## config.mk

```make
export PLATFORM = sky130hd
export DESIGN_NAME = apb_slave_regfile
export DESIGN_NICKNAME = d
export VERILOG_FILES = /design/src/rtl/apb_slave_regfile.sv
export SDC_FILE = /design/constraint.sdc
export NUM_CORES = 1
export LEC_CHECK = 0
export BUFFER_PORTS_ARGS = -buffer_cell sky130_fd_sc_hd__clkbuf_2
export CORE_MARGIN = 3
export CORE_UTILIZATION = 53
export CTS_CLUSTER_SIZE = 40
export DETAILED_ROUTE_END_ITERATION = 6
export GPL_TIMING_DRIVEN = 0
export PLACE_DENSITY = 0.89
export SLEW_MARGIN = 5
export SYNTH_ARGS = -nofsm -noshare
export SYNTH_HDL_FRONTEND = slang
export SYNTH_SLANG_ARGS = --single-unit
```

## constraint.sdc

```tcl
create_clock -name i_clk -period 3.25 [get_ports i_clk]
set_clock_uncertainty 0.2 [all_clocks]
set_input_delay 0.1625 -clock i_clk [delete_from_list [all_inputs] [get_ports i_clk]]
set_output_delay 0.1625 -clock i_clk [all_outputs]
set_load 0.1 [all_outputs]
```

## src/rtl/apb_slave_regfile.sv

```systemverilog
// APB completer with a small 32-bit register file: word 0 is a read-only ID, words 1..NREGS-1 are R/W.
// Define APB_SLAVE_WAIT_EN to insert WAIT_CYCLES wait states per transfer; otherwise every transfer is zero-wait.
module apb_slave_regfile #(
    parameter int          NREGS       = 8,
    parameter int          ADDR_W      = 8,
    parameter logic [31:0] ID_VALUE    = 32'hA0B0_0001,
    parameter int          WAIT_CYCLES = 2
) (
    input  logic                 i_clk,
    input  logic                 i_reset_n,
    input  logic [31:0]          PADDR,
    input  logic                 PWRITE,
    input  logic [31:0]          PWDATA,
    input  logic                 PSELx,
    input  logic                 PENABLE,
    output logic [31:0]          PRDATA,
    output logic                 PREADY,
    output logic                 PSLVERR,
    output logic [NREGS*32-1:0]  o_regs,
    output logic [NREGS-1:0]     o_wr_pulse
);
    localparam int IDX_W = ADDR_W - 2;

    typedef enum logic [1:0] {
        IDLE  = 2'd0,
        READY = 2'd1
`ifdef APB_SLAVE_WAIT_EN
        , WAIT = 2'd2
`endif
    } state_t;

    state_t            state_q, state_d;
    logic [31:0]       regs [NREGS];
    logic [IDX_W-1:0]  idx_q, a_idx, cur_idx;
    logic              wr_q, err_q, a_err, cur_err, cur_wr;
    logic [31:0]       wdata_q, rd_word, prdata_q;
    logic              pslverr_q, setup, commit, enter_rdy, leave_rdy;
    logic [NREGS-1:0]  wr_pulse_q;

    // Decode straight from the bus during setup; later cycles use the latched copy.
    assign a_idx = PADDR[ADDR_W-1:2];
    assign a_err = (PADDR[1:0] != 2'b00)
                 | ((PADDR >> ADDR_W) != 32'd0)
                 | (32'(a_idx) >= NREGS)
                 | (PWRITE & (a_idx == '0));

    assign setup   = (state_q == IDLE) & PSELx & ~PENABLE;
    assign cur_idx = (state_q == IDLE) ? a_idx  : idx_q;
    assign cur_err = (state_q == IDLE) ? a_err  : err_q;
    assign cur_wr  = (state_q == IDLE) ? PWRITE : wr_q;
    assign commit  = (state_q == READY) & PSELx & PENABLE & wr_q & ~err_q;

    always_comb begin
        rd_word = '0;
        for (int i = 0; i < NREGS; i++)
            if (cur_idx == IDX_W'(i)) rd_word = regs[i];
    end

`ifdef APB_SLAVE_WAIT_EN
    logic [3:0] cnt_q;

    always_ff @(posedge i_clk or negedge i_reset_n) begin
        if (!i_reset_n)
            cnt_q <= '0;
        else if (setup)
            cnt_q <= 4'(WAIT_CYCLES);
        else if (state_q == WAIT && cnt_q != '0)
            cnt_q <= cnt_q - 4'd1;
    end
`endif

    always_comb begin
        state_d = state_q;
        case (state_q)
            IDLE: if (setup) begin
`ifdef APB_SLAVE_WAIT_EN
                state_d = (WAIT_CYCLES != 0) ? WAIT : READY;
`else
                state_d = READY;
`endif
            end
`ifdef APB_SLAVE_WAIT_EN
            WAIT: begin
                if (!PSELx)           state_d = IDLE;
                else if (cnt_q <= 4'd1) state_d = READY;
            end
`endif
            READY: if (!PSELx || PENABLE) state_d = IDLE;
            default: state_d = IDLE;
        endcase
    end

    assign enter_rdy = (state_d == READY) & (state_q != READY);
    assign leave_rdy = (state_q == READY) & (state_d != READY);

    always_ff @(posedge i_clk or negedge i_reset_n) begin
        if (!i_reset_n) begin
            state_q    <= IDLE;
            idx_q      <= '0;
            wr_q       <= 1'b0;
            err_q      <= 1'b0;
            wdata_q    <= '0;
            prdata_q   <= '0;
            pslverr_q  <= 1'b0;
            wr_pulse_q <= '0;
        end else begin
            state_q <= state_d;
            if (setup) begin
                idx_q   <= a_idx;
                wr_q    <= PWRITE;
                err_q   <= a_err;
                wdata_q <= PWDATA;
            end
            // Read data is captured once, on entry to READY; errored reads and writes show 0.
            if (enter_rdy) begin
                prdata_q  <= (!cur_err && !cur_wr) ? rd_word : 32'd0;
                pslverr_q <= cur_err;
            end else if (leave_rdy) begin
                prdata_q  <= '0;
                pslverr_q <= 1'b0;
            end
            for (int i = 0; i < NREGS; i++)
                wr_pulse_q[i] <= commit && (idx_q == IDX_W'(i));
        end
    end

    genvar g;
    generate
        for (g = 0; g < NREGS; g++) begin : g_word
            if (g == 0) begin : g_id
                assign regs[g] = ID_VALUE;
            end else begin : g_rw
                always_ff @(posedge i_clk or negedge i_reset_n) begin
                    if (!i_reset_n)
                        regs[g] <= '0;
                    else if (commit && idx_q == IDX_W'(g))
                        regs[g] <= wdata_q;
                end
            end
            assign o_regs[32*g +: 32] = regs[g];
        end
    endgenerate

    assign PREADY     = (state_q == READY);
    assign PRDATA     = prdata_q;
    assign PSLVERR    = pslverr_q;
    assign o_wr_pulse = wr_pulse_q;
endmodule

```

; ---- After elaboration in Yosys (flattened, before gate mapping)
; Cells that the tools add are included.
[classes]
n_mul = 0
n_eq_ne = 18
n_mux = 19
n_div = 0
addsub = 0
bitwise_logic = 14
shift = 0
n_lt_le_gt_ge = 1
reduce_logical = 20
[ops]
columns = cell, count
row1 = two-way mux 32 bit, 11
row2 = == test 6 x 3 -> 1 bit (second input constant), 8
row3 = nonzero test 32 bit, 1
row4 = == test 6 x 2 -> 1 bit (second input constant), 4
row5 = zero test 6 bit, 3
row6 = == test 6 x 1 -> 1 bit (second input constant), 2
row7 = bitwise AND 1 bit, 9
row8 = logical AND 1 bit, 9
row9 = >= comparator 6 x 4 -> 1 bit (second input constant), 1
row10 = two-way mux 6 bit, 1
row11 = == test 2 x 1 -> 1 bit (second input constant), 2
row12 = two-way mux 1 bit, 4
row13 = two-way mux 2 bit, 2
row14 = inequality test 2 x 1 -> 1 bit (second input constant), 2
row15 = case mux 2 bit (2 select lines), 1
row16 = nonzero test 2 bit, 2
row17 = zero test 1 bit, 3
row18 = OR 1 bit, 3
row19 = zero test 2 bit, 1
row20 = inverter 1 bit, 2
row21 = logical OR 1 bit, 1
[word_totals]
ram_bits = 0
n_memories = 0
register_bits = 307
mem_bits_ro = 0
latchBits = 0

; ---- Depth between registers and ports, before layout
; Gate-level depths: netlist of the first run.
[depth]
depth_word = 13
depth_mapped = 10
ltp_nobuf = 8

; ---- Worst setup path after synthesis of the first run
; OpenSTA, ideal clock, no wires.
[synth_path]
path_kind = reg-to-reg
start = register state_q[1]
end = register prdata_q[10] (netlist: PRDATA[10])
required_time_ns = 2.954
setup_slack_ns = 0.731
path_buffers = 3
setup_time_ns = 0.096
path_stages_with_launch = 11
arrival_time_ns = 2.223
period_less_slack_ns = 2.519
cell_sequence = dfrtp_1 > buf_4 > nand2b_2 > ha_1 > clkbuf_1 > nand2b_1 > nor3_1 > a22o_1 > nand2_1 > clkbuf_1 > o31ai_1
[synth_via]
elab_chain_cells = 12
word_cells_on_any_way = 35
[synth_lines]
columns = item, line_no
row1 = start: declaration, 32  ; state_t state_q, state_d;
row2 = start signal: assignment, 107  ; state_q <= state_d;
row3 = zero test 2 bit, --
row4 = two-way mux 6 bit, 48  ; assign cur_idx = (state_q == IDLE) ? a_idx : idx_q;
row5 = == test 6 x 1 -> 1 bit, 56  ; if (cur_idx == IDX_W'(i)) rd_word = regs[i];
row6 = two-way mux 32 bit (7 in a row), 56
row7 = two-way mux 32 bit, 116  ; prdata_q <= (!cur_err && !cur_wr) ? rd_word : 32'd0;
row8 = two-way mux 32 bit, 115  ; if (enter_rdy) begin
row9 = end signal: assignment, 116
row10 = end: declaration, 36  ; logic [31:0] wdata_q, rd_word, prdata_q;
; Several ways; a longest one is shown, not always the timed one.
; A chain may end at the register's enable or synchronous reset.

; ---- Worst setup path in the final report of the first run
[layout_path]
start = register state_q[0]
end = register prdata_q[9] (netlist: PRDATA[9])
; Same word-level chain as after synthesis.

==> run_results.csv, run 1 <==
group,metric,value,unit
outcome,status,"finished clean",
final_layout,nFillCells,1791,
detailed_routing,vias,11605,
die,pin_count,367,
pwr,combPwrFrac,13.1,%
sta,setup_viol,0,
place,gp_congestion,0.864,
synthesis,yosysUniqueCellTypes,54,
clocking,cts_tree,"built",
worst_hold_path,worstHoldStart,"PADDR[15]",
sta,slew_headroom,38.3,%
global_routing,grt_pass1_wl,73800,um
sta,grt_setup_unrepaired,"false",
synthesis,syn_area_per_cell,12.8,um^2
die,initial_core_util,54.3,%
sta,period_minus_slack,3.17,ns
detailed_routing,ant_nets,0,
critical_path,worstPathRequired,3.42,ns
synthesis,ys_ff_latch,307,
critical_path,cp_num_buf_inv,1,
critical_path,worstRegToRegCells,7,
critical_path,critPathTopFamily,"compound AO/OA/AOI/OAI gates",
critical_path,cp_max_fo,10,
place,dp_hpwl,33800,um
final_layout,drive_gt1_share,48.8,%
critical_path,critPathKind,"reg -> reg",
die,rows,58,
synthesis,ys_async_sr_fraction,100,%
critical_path,startpoint,"state_q[0]",
synthesis,synth_area,0.0138,mm^2
pwr,power.density,529,mW/mm^2
clocking,clk_pin_slew,0.06,ns
synthesis,ys.flop_type,"dfrtp_1",
place,port_buffers,334,
final_layout,syn_to_final_growth,28.6,%
clocking,cts_buffers,34,
worst_hold_path,holdCritPathClass,"in -> reg",
sta,drv_slew,0,
critical_path,cp.depth,7,
clocking,cts.htree.levels,2,
pwr,p_sw,2590,uW
detailed_routing,via_per_inst,6.17,
critical_path,max_stage_delay,0.57,ns
worst_hold_path,whs_path_depth,7,
global_routing,grt_max_degree,107,
sta,timing.fmax,0.315,GHz
pwr,pwr-share-seq,44.3,%
global_routing,grtUsageTotal,34.6,%
pwr,intPower,6760,uW
pwr,power.share.switching,27.7,%
worst_hold_path,min_to,"PSLVERR",
clocking,clock-sinks,307,
synthesis,synth_edf_count,0,
final_layout,finalInstanceArea,0.0177,mm^2
die,design.core.area,0.0253,mm^2
pwr,clkPwrFrac,42.6,%
critical_path,rrSetupSlack,0.08,ns
pwr,p_leak,0.00915,uW
global_routing,antenna_found_initial,0,
critical_path,endpoint_kind,"flip-flop",
detailed_routing,wl_per_cell,26.5,um
place,placed_area,0.0160,mm^2
detailed_routing,drtPass1Iterations,5,
die,die_w,167,um
critical_path,r2r_start,"state_q[0]",
synthesis,ys_seq_area_share,55.9,%
critical_path,timing.rr.end,"PRDATA[9]",
global_routing,gr-total-overflow,0,
sta,post-route-period-util,97.7,%
critical_path,worst-endpoint-arrival,3.35,ns
pwr,ir_drop,418,uV
clocking,clock-root-buffer,"clkbuf_16",
final_layout,n_antenna_cell,0,
die,dieArea,0.0279,mm^2
detailed_routing,totalWireLength,49800,um
die,die_h,167,um
clocking,clockBufferDepth,3,
synthesis,postSynthCellCount,1078,
sta,finalHoldViolations,0,
global_routing,grt_pass1_vias,12068,
sta,worst_pin_slew,0.908,ns
flow_run,max_cap_violations,0,
detailed_routing,drc,0,
critical_path,cp_cell_sequence,"nor2_8 > mux2_2 > and2_1 > nand2_1 > clkbuf_1 > o21ai_0 > o31ai_1",
critical_path,critPathLaunchType,"flip-flop",
clocking,clk_latency,0.51,ns
final_layout,final_util,69.8,%
critical_path,cp_slowest_cell,"clkbuf_1",
detailed_routing,drtIter0Drc,1377,
final_layout,regArea,0.00768,mm^2
final_layout,nets,1599,
final_layout,multi_input_area,0.00559,mm^2
synthesis,yosysWarnings,0,
==> layout by cell type, fill, tap and decap left out, types with 13 or more instances in the layout <==
cell type / synthesis / routed
clkbuf_1: 25 / 29
o21ai_0: 59 / 59
a22o_1: 15 / 14
mux2_1: 13 / 13
a21oi_1: 28 / 27
buf_2: 27 / 27
nand3_1: 13 / 13
buf_4: 46 / 49
o22ai_1: 34 / 34
clkbuf_2: 0 / 337
clkbuf_16: 0 / 37
nand2_1: 79 / 79
mux2_2: 265 / 265
conb_1: 2 / 33
dlygate4sd3_1: 0 / 46
dfrtp_1: 307 / 307
a222oi_1: 15 / 15
nor2_1: 15 / 13
==> through the flow <==
stage	hold WS (ns)	TNS, ns	power [uW]	instances	worst slack [ns]
after floorplan	-0.333	0	4840	1109	0.731
after global placement	0.195	-1376.64	5290	1773	-4.50
after detailed placement	0.0916	-7.03	5340	1775	-0.442
after CTS	0.0602	0	9330	1881	0.0654
after global routing	0.154	0	9610	1881	0.0137
final	0.0782	0	9350	1881	0.0753
==> worst min-delay path: stages <==
cell      delay [ns]
clkbuf_2        0.08
nor4_1          0.03
nand4_1         0.09
nor2_2          0.06
a21oi_1         0.12
a21oi_1         0.05
o21ai_0         0.15
==> area by class of cell <==
| cell class | instances | share of cell area [%] |
|---|---|---|
| clock inverters | 5 | 0.566 |
| clock buffers | 53 | 5.97 |
| well taps | 330 | 2.33 |
| plain buffers | 98 | 3.32 |
| multi-input cells | 692 | 31.6 |
| repair buffers | 385 | 12.5 |
| flip-flops and latches | 307 | 43.4 |
| inverters | 11 | 0.233 |
==> cell usage after synthesis (2+ instances only) <==
cell type  count  area (um^2)
a2111oi_0      2         17.5
a211oi_1       2         15.0
a21boi_0       4         30.0
a21oi_1       28          140
a221o_1       10          100
a221oi_1       3         26.3
a222oi_1      15          150
a22o_1        15          131
a22oi_1        4         30.0
a311oi_1       4         35.0
a31oi_1       12         75.1
and2_1         6         37.5
buf_2         27          135
buf_4         46          345
clkbuf_1      25         93.8
conb_1         2         7.51
dfrtp_1      307         7680
inv_1         11         41.3
mux2_1        13          146
mux2_2       265         2980
mux2i_1        4         40.0
nand2_1       79          297
nand2_2        3         18.8
nand2b_1      11         68.8
nand3_1       13         65.1
nand4_1        2         12.5
nor2_1        15         56.3
nor2_2         4         25.0
nor2b_1        2         12.5
nor3_1         3         15.0
nor4_1         7         43.8
o21ai_0       59          295
o21ai_1        7         35.0
o22ai_1       34          213
o31ai_1       13         97.6
or4b_1         3         30.0
==> power by group through the flow <==
stage	combinational, uW	clock (uW)	sequential (uW)
global route	1280	4170	4150
floorplan	699	0	4140
CTS	1190	4010	4130
detailed placement	1140	0	4190
finish	1230	3990	4140
global placement	1110	0	4180
==> worst max-delay path by stage <==
stage | to | slack (ns)
after floorplan | PRDATA[10] | 0.73
after global placement | o_wr_pulse[4] | -4.50
after detailed placement | PRDATA[12] | -0.44
after CTS | PRDATA[20] | 0.07
after global routing | PRDATA[9] | 0.01
final | PRDATA[9] | 0.08
==> state kept, by name, summed over array words and instances, names as in the netlist <==
register and flops:
PSLVERR 1, PRDATA 32, wdata_q 32, wr_q 1, o_regs 224, err_q 1, idx_q 6, o_wr_pulse 8
state_q 2
==> metal layers <==
layer  vias up  share of wire [%]  GRT usage [%]  routed length (um)
met2       756                 49           58.5               24300
met3       163                 10           8.78                5200
met5         -                  0              0                   0
met1      5868                 37           43.3               18400
li1       4818                  -              -                   -
met4         0                3.9           12.9                1940
==> kinds of logic (layout without fill, tap and decap cells) <==
family | Yosys count | in the layout | share of synthesized area (%)
flops | 307 | 307 | 55.9
mux | 283 | 283 | 23.2
compound gates | 217 | 217 | 10.5
simple gates | 158 | 158 | 5.78
buf+inv | 110 | 552 | 4.56
other cells | 2 | 33 | 0.0546
fa+ha+maj | 1 | 1 | 0.0910
==> what timing repair did <==
item / 4_1_cts / 5_1_grt
hold buffers: 46 / 0
hold endpoints to repair: 141 / 0
endpoints found under the setup margin: 27 / 21
buffers inserted: 2 / 1
gates resized for setup: 4 / 11
(Power assumes the default switching activity.)
==> run 2, diff against run 1 <==
Settings changed: CORE_UTILIZATION 53 to 55, CTS_BUF_LIST set to sky130_fd_sc_hd__clkbuf_4 sky130_fd_sc_hd__clkbuf_8, PLACE_DENSITY 0.89 to 0.92.
==> run 2 against run 1 <==
  * Routed wire length rose by 2.2%
  * Highest routed layer unchanged
  * Cell count rose by 1.2%
  * Sequential power about the same
==> run_results.csv, run 2 (same netlist as run 1, synthesis figures left out) <==
group,metric,value,unit
outcome,status,"finished clean",
pwr,power.density,508,mW/mm^2
clocking,cts_buffers,50,
pwr,p_total,8940,uW
final_layout,final_util,72.0,%
final_layout,finalInstanceArea,0.0176,mm^2
place,placed_area,0.0160,mm^2
place,port_buffers,334,
global_routing,grt_pass1_vias,12442,
clocking,clk_pin_slew,0.06,ns
global_routing,grt_pass1_wl,75100,um
detailed_routing,drtIter0Drc,1477,
die,rows,57,
die,die_h,164,um
die,dieArea,0.0269,mm^2
die,initial_core_util,56.2,%
sta,timing.fmax,0.312,GHz
die,design.core.area,0.0245,mm^2
critical_path,critPathTopFamily,"buffers and inverters",
clocking,clock-root-buffer,"clkbuf_8",
sta,finalHoldViolations,0,
critical_path,max_stage_delay,0.58,ns
global_routing,antenna_found_initial,0,
worst_hold_path,holdCritPathClass,"in -> async",
critical_path,cp_num_buf_inv,5,
global_routing,grtUsageTotal,37.3,%
final_layout,layout_commonest_cell,"clkbuf_2",
place,place_ws,-0.449,ns
sta,drv_slew,0,
critical_path,critPathLaunchType,"input pin",
place,dp_hpwl,33500,um
pwr,ir_drop,418,uV
critical_path,critPathMostFrequentCell,"dlygate4sd3_1",
clocking,clock-sinks,307,
pwr,p_leak,0.00916,uW
clocking,clockBufferDepth,3,
final_layout,layout_common_cells,"clkbuf_2, dfrtp_1, mux2_2",
die,pin_count,367,
global_routing,gr-total-overflow,0,
detailed_routing,totalWireLength,50900,um
sta,period_minus_slack,3.20,ns
sta,post-route-period-util,98.6,%
sta,worst_pin_slew,1.09,ns
flow_run,max_cap_violations,0,
critical_path,worst-endpoint-arrival,3.46,ns
critical_path,critPathKind,"in -> reg",
detailed_routing,drc,0,
final_layout,syn_to_final_growth,28.0,%
critical_path,endpoint_kind,"flip-flop",
critical_path,worstPathRequired,3.51,ns
clocking,cts_tree,"built",
final_layout,drive_gt1_share,50.1,%
critical_path,cp_max_fo,10,
clocking,clk_latency,0.58,ns
critical_path,rrSetupSlack,0.06,ns
detailed_routing,drtPass1Iterations,7,
critical_path,cp_cell_sequence,"dlygate4sd3_1 > clkbuf_2 > nor4_1 > dlygate4sd3_1 > nand4_1 > dlygate4sd3_1 > nor2_1 > a22o_2 > nand2_1 > buf_2 > o31ai_1",
sta,setup_viol,0,
final_layout,nets,1616,
detailed_routing,via_per_inst,6.24,
critical_path,cp_slowest_cell,"dlygate4sd3_1",
sta,fin_ws,0.0460,ns
final_layout,n_antenna_cell,0,
detailed_routing,ant_nets,0,
die,die_w,164,um
place,gp_congestion,0.914,
global_routing,grt_max_degree,107,
final_layout,largest_reg_flops,224,
sta,grt_setup_unrepaired,"false",
sta,slew_headroom,27.1,%
detailed_routing,vias,11884,
detailed_routing,wl_per_cell,26.7,um
clocking,cts.htree.levels,2,
==> run 2: cell count changes in the layout (fill, tap and decap cells not counted), moves of 3 or more <==
| cell | previous run | this run |
|---|---|---|
| clkbuf_1 | 29 | 21 |
| clkbuf_16 | 37 | 0 |
| clkbuf_2 | 337 | 334 |
| clkbuf_4 | 0 | 19 |
| clkbuf_8 | 8 | 64 |
==> run 2: repair_timing <==
item,in CTS,in global routing
hold endpoints to repair,272,0
setup buffers,3,0
gates resized for setup,4,8
gates cloned,0,0
hold buffers,47,0
endpoints found under the setup margin,21,22
==> run 2: area by class of cell <==
type	count	area, um^2
flip-flops and latches	307	7680
fillers	1638	6850
multi-input cells	692	5590
repair buffers	387	2260
clock buffers	82	1010
plain buffers	97	581
well taps	324	405
clock inverters	4	47.5
inverters	11	41.3
==> run 2: stage by stage <==
| stage | setup TNS [ns] | instances | hold WS, ns |
|---|---|---|---|
| floorplan | 0 | 1109 | -0.333 |
| global placement | -1355.17 | 1767 | 0.194 |
| detailed placement | -6.79 | 1770 | -0.145 |
| CTS | 0 | 1906 | 0.0439 |
| global route | 0 | 1904 | 0.0705 |
| finish | 0 | 1904 | 0.0143 |
==> run 2: path summary, 6_finish.rpt <==
check | cells past startpoint | start | end
setup / recovery | 11 | PADDR[5] | PRDATA[10]
hold / removal | 3 | i_reset_n | wdata_q[9]
setup reg to reg | 8 | state_q[1] | PRDATA[13]
hold reg to reg | 2 | PSLVERR | PSLVERR
max in group asynchronous | 3 | i_reset_n | o_regs[173]
min in group i_clk | 4 | PENABLE | wdata_q[0]
==> run 2: power by group <==
group	switching, uW	internal, uW	total, uW	leakage (uW)
registers	205	3930	4130	0.00420
logic	871	370	1240	0.00439
clock network	1550	2020	3570	0.000562
==> run 2: worst register-to-register path: cells and delay by family, from the launching register on <==
family	cells	cell delay, ns
compound gates	2	0.40
buf+inv	3	1.06
simple gates	2	0.39
mux	1	0.64
flops	1	0.37
==> run 2: metal layers <==
| metal | wire length, um | track usage (%) |
|---|---|---|
| met1 | 17600 | 45.0 |
| met2 | 23500 | 59.8 |
| met3 | 6570 | 10.8 |
| met4 | 3220 | 21.8 |
| met5 | 0 | 0 |
==> run 3, diff against run 2 <==
Settings changed: GPL_TIMING_DRIVEN 0 to 1.
==> run 3 against run 2 <==
  * The run now ends with DRC, hold timing left
  * Design area is 1.4% lower
  * Sequential share of layout area is 0.63 points higher
  * Core utilization is 1.0 points lower
  * Die area stayed put
  * Critical path type unchanged
==> run_results.csv, run 3 (same netlist as run 1, synthesis figures left out) <==
group,metric,value,unit
critical_path,critPathKind,"in -> reg",
pwr,clkPwrFrac,40.0,%
critical_path,worst-endpoint-arrival,3.44,ns
pwr,intPower,6280,uW
sta,timing.fmax,0.318,GHz
detailed_routing,totalWireLength,47600,um
die,die_h,164,um
sta,period_minus_slack,3.14,ns
final_layout,n_antenna_cell,0,
pwr,ir_drop,426,uV
critical_path,critPathLaunchType,"input pin",
place,port_buffers,334,
pwr,combPwrFrac,13.0,%
clocking,clock-root-buffer,"clkbuf_8",
detailed_routing,via_per_inst,6.19,
clocking,clk_pin_slew,0.06,ns
outcome,violations,"DRC, hold timing",
sta,grt_setup_unrepaired,"false",
sta,post-route-period-util,96.7,%
global_routing,antenna_found_initial,1,
detailed_routing,drtIter0Drc,1080,
sta,fin_ws,0.108,ns
outcome,status,"finished with violations",
detailed_routing,ant_nets,0,
die,rows,57,
sta,fin_tns_setup,0,ns
place,place_ws,0.451,ns
detailed_routing,wl_per_cell,25.9,um
sta,slew_headroom,28.5,%
detailed_routing,drc,2,
sta,worst_pin_slew,1.07,ns
die,die_w,164,um
final_layout,largest_reg_flops,224,
flow_run,max_cap_violations,0,
critical_path,endpoint_kind,"flip-flop",
detailed_routing,vias,11369,
clocking,cts.htree.levels,2,
die,dieArea,0.0269,mm^2
die,initial_core_util,56.2,%
sta,setup_viol,0,
global_routing,gr-total-overflow,0,
worst_hold_path,holdCritPathClass,"in -> async",
clocking,clk_latency,0.58,ns
final_layout,drive_gt1_share,49.7,%
sta,finalHoldViolations,1,
pwr,p_leak,0.00897,uW
global_routing,grtUsageTotal,34.8,%
global_routing,grt_max_degree,88,
pwr,p_sw,2560,uW
critical_path,worstPathRequired,3.54,ns
die,pin_count,367,
final_layout,layout_common_cells,"clkbuf_2, dfrtp_1, mux2_2",
pwr,power.share.switching,28.9,%
final_layout,nFillCells,1642,
global_routing,grt_pass1_wl,71200,um
final_layout,layout_commonest_cell,"clkbuf_2",
final_layout,syn_to_final_growth,26.2,%
sta,whs,-0.00108,ns
pwr,power.density,509,mW/mm^2
clocking,clock-sinks,307,
clocking,clockBufferDepth,3,
critical_path,cp_max_fo,18,
sta,drv_slew,0,
pwr,pwr-share-seq,47.0,%
global_routing,grt_pass1_vias,12098,
clocking,cts_tree,"built",
detailed_routing,drtPass1Iterations,7,
place,dp_hpwl,30500,um
die,design.core.area,0.0245,mm^2
final_layout,nets,1550,
place,gp_congestion,0.872,
clocking,cts_buffers,50,
## run 3: through the flow
stage	utilization (%)	power [uW]	std cells	area, um^2
6_report	71.0	8840	1838	17400
5_1_grt	71.0	9130	1838	17400
4_1_cts	70.9	8820	1838	17300
3_5_place_dp	64.7	5280	1706	15800
3_3_place_gp	64.7	5240	1706	15800
2_1_floorplan	-	4840	1109	13900
## run 3: power groups by stage
stage          sequential, uW  combinational, uW  clock (uW)
6_report                 4150               1150        3540
3_5_place_dp             4210               1070           0
2_1_floorplan            4140                699           0
3_3_place_gp             4190               1040           0
4_1_cts                  4140               1120        3560
5_1_grt                  4170               1200        3760
## run 3: repair_timing
item / in CTS / in global routing
hold endpoints to repair: 349 / 0
hold buffers: 46 / 0
setup buffers: 0 / 0
gates resized for setup: 0 / 4
setup endpoints to repair: 0 / 14
## run 3: final cells by class
class / instances / area, um^2 / area share (%)
Clock buffer: 80 / 988 / 5.69
Clock inverter: 6 / 63.8 / 0.368
Sequential cell: 307 / 7680 / 44.3
Timing Repair Buffer: 418 / 2500 / 14.4
Tap cell: 324 / 405 / 2.34
Inverter: 11 / 41.3 / 0.238
Multi-Input combinational cell: 692 / 5670 / 32.7
## run 3: worst paths after layout
kind                            start          to  slack, ns  cells past startpoint
max reg2reg                state_q[1]  PRDATA[27]       0.30                      6
max in group asynchronous   i_reset_n  o_regs[59]       1.92                      3
max                          PADDR[5]  PRDATA[27]       0.11                     11
min reg2reg                PRDATA[17]  PRDATA[17]       0.29                      2
min                         i_reset_n  wdata_q[9]     -0.001                      2
min in group i_clk          PADDR[15]       err_q       0.13                      6
## run 3: critical path, stage by stage
cell and delay, ns:
dlygate4sd3_1 0.54, clkbuf_2 0.15, nor4_2 0.27, dlygate4sd3_1 0.57, nand4_1 0.08, dlygate4sd3_1 0.60, nor2_2 0.14, a22o_1 0.18
buf_4 0.31, o21ai_0 0.21, a21oi_1 0.22
## run 3: routing by layer
metal  track usage [%]  wire (um)  up-vias  part of all wire, %
met1              41.2      16900     5584                   35
li1                  -          -     4732                    -
met5                 0          0        -                    0
met4              17.1       2240        0                  4.7
met3              11.0       5670      198                   12
met2              57.6      22800      855                   48
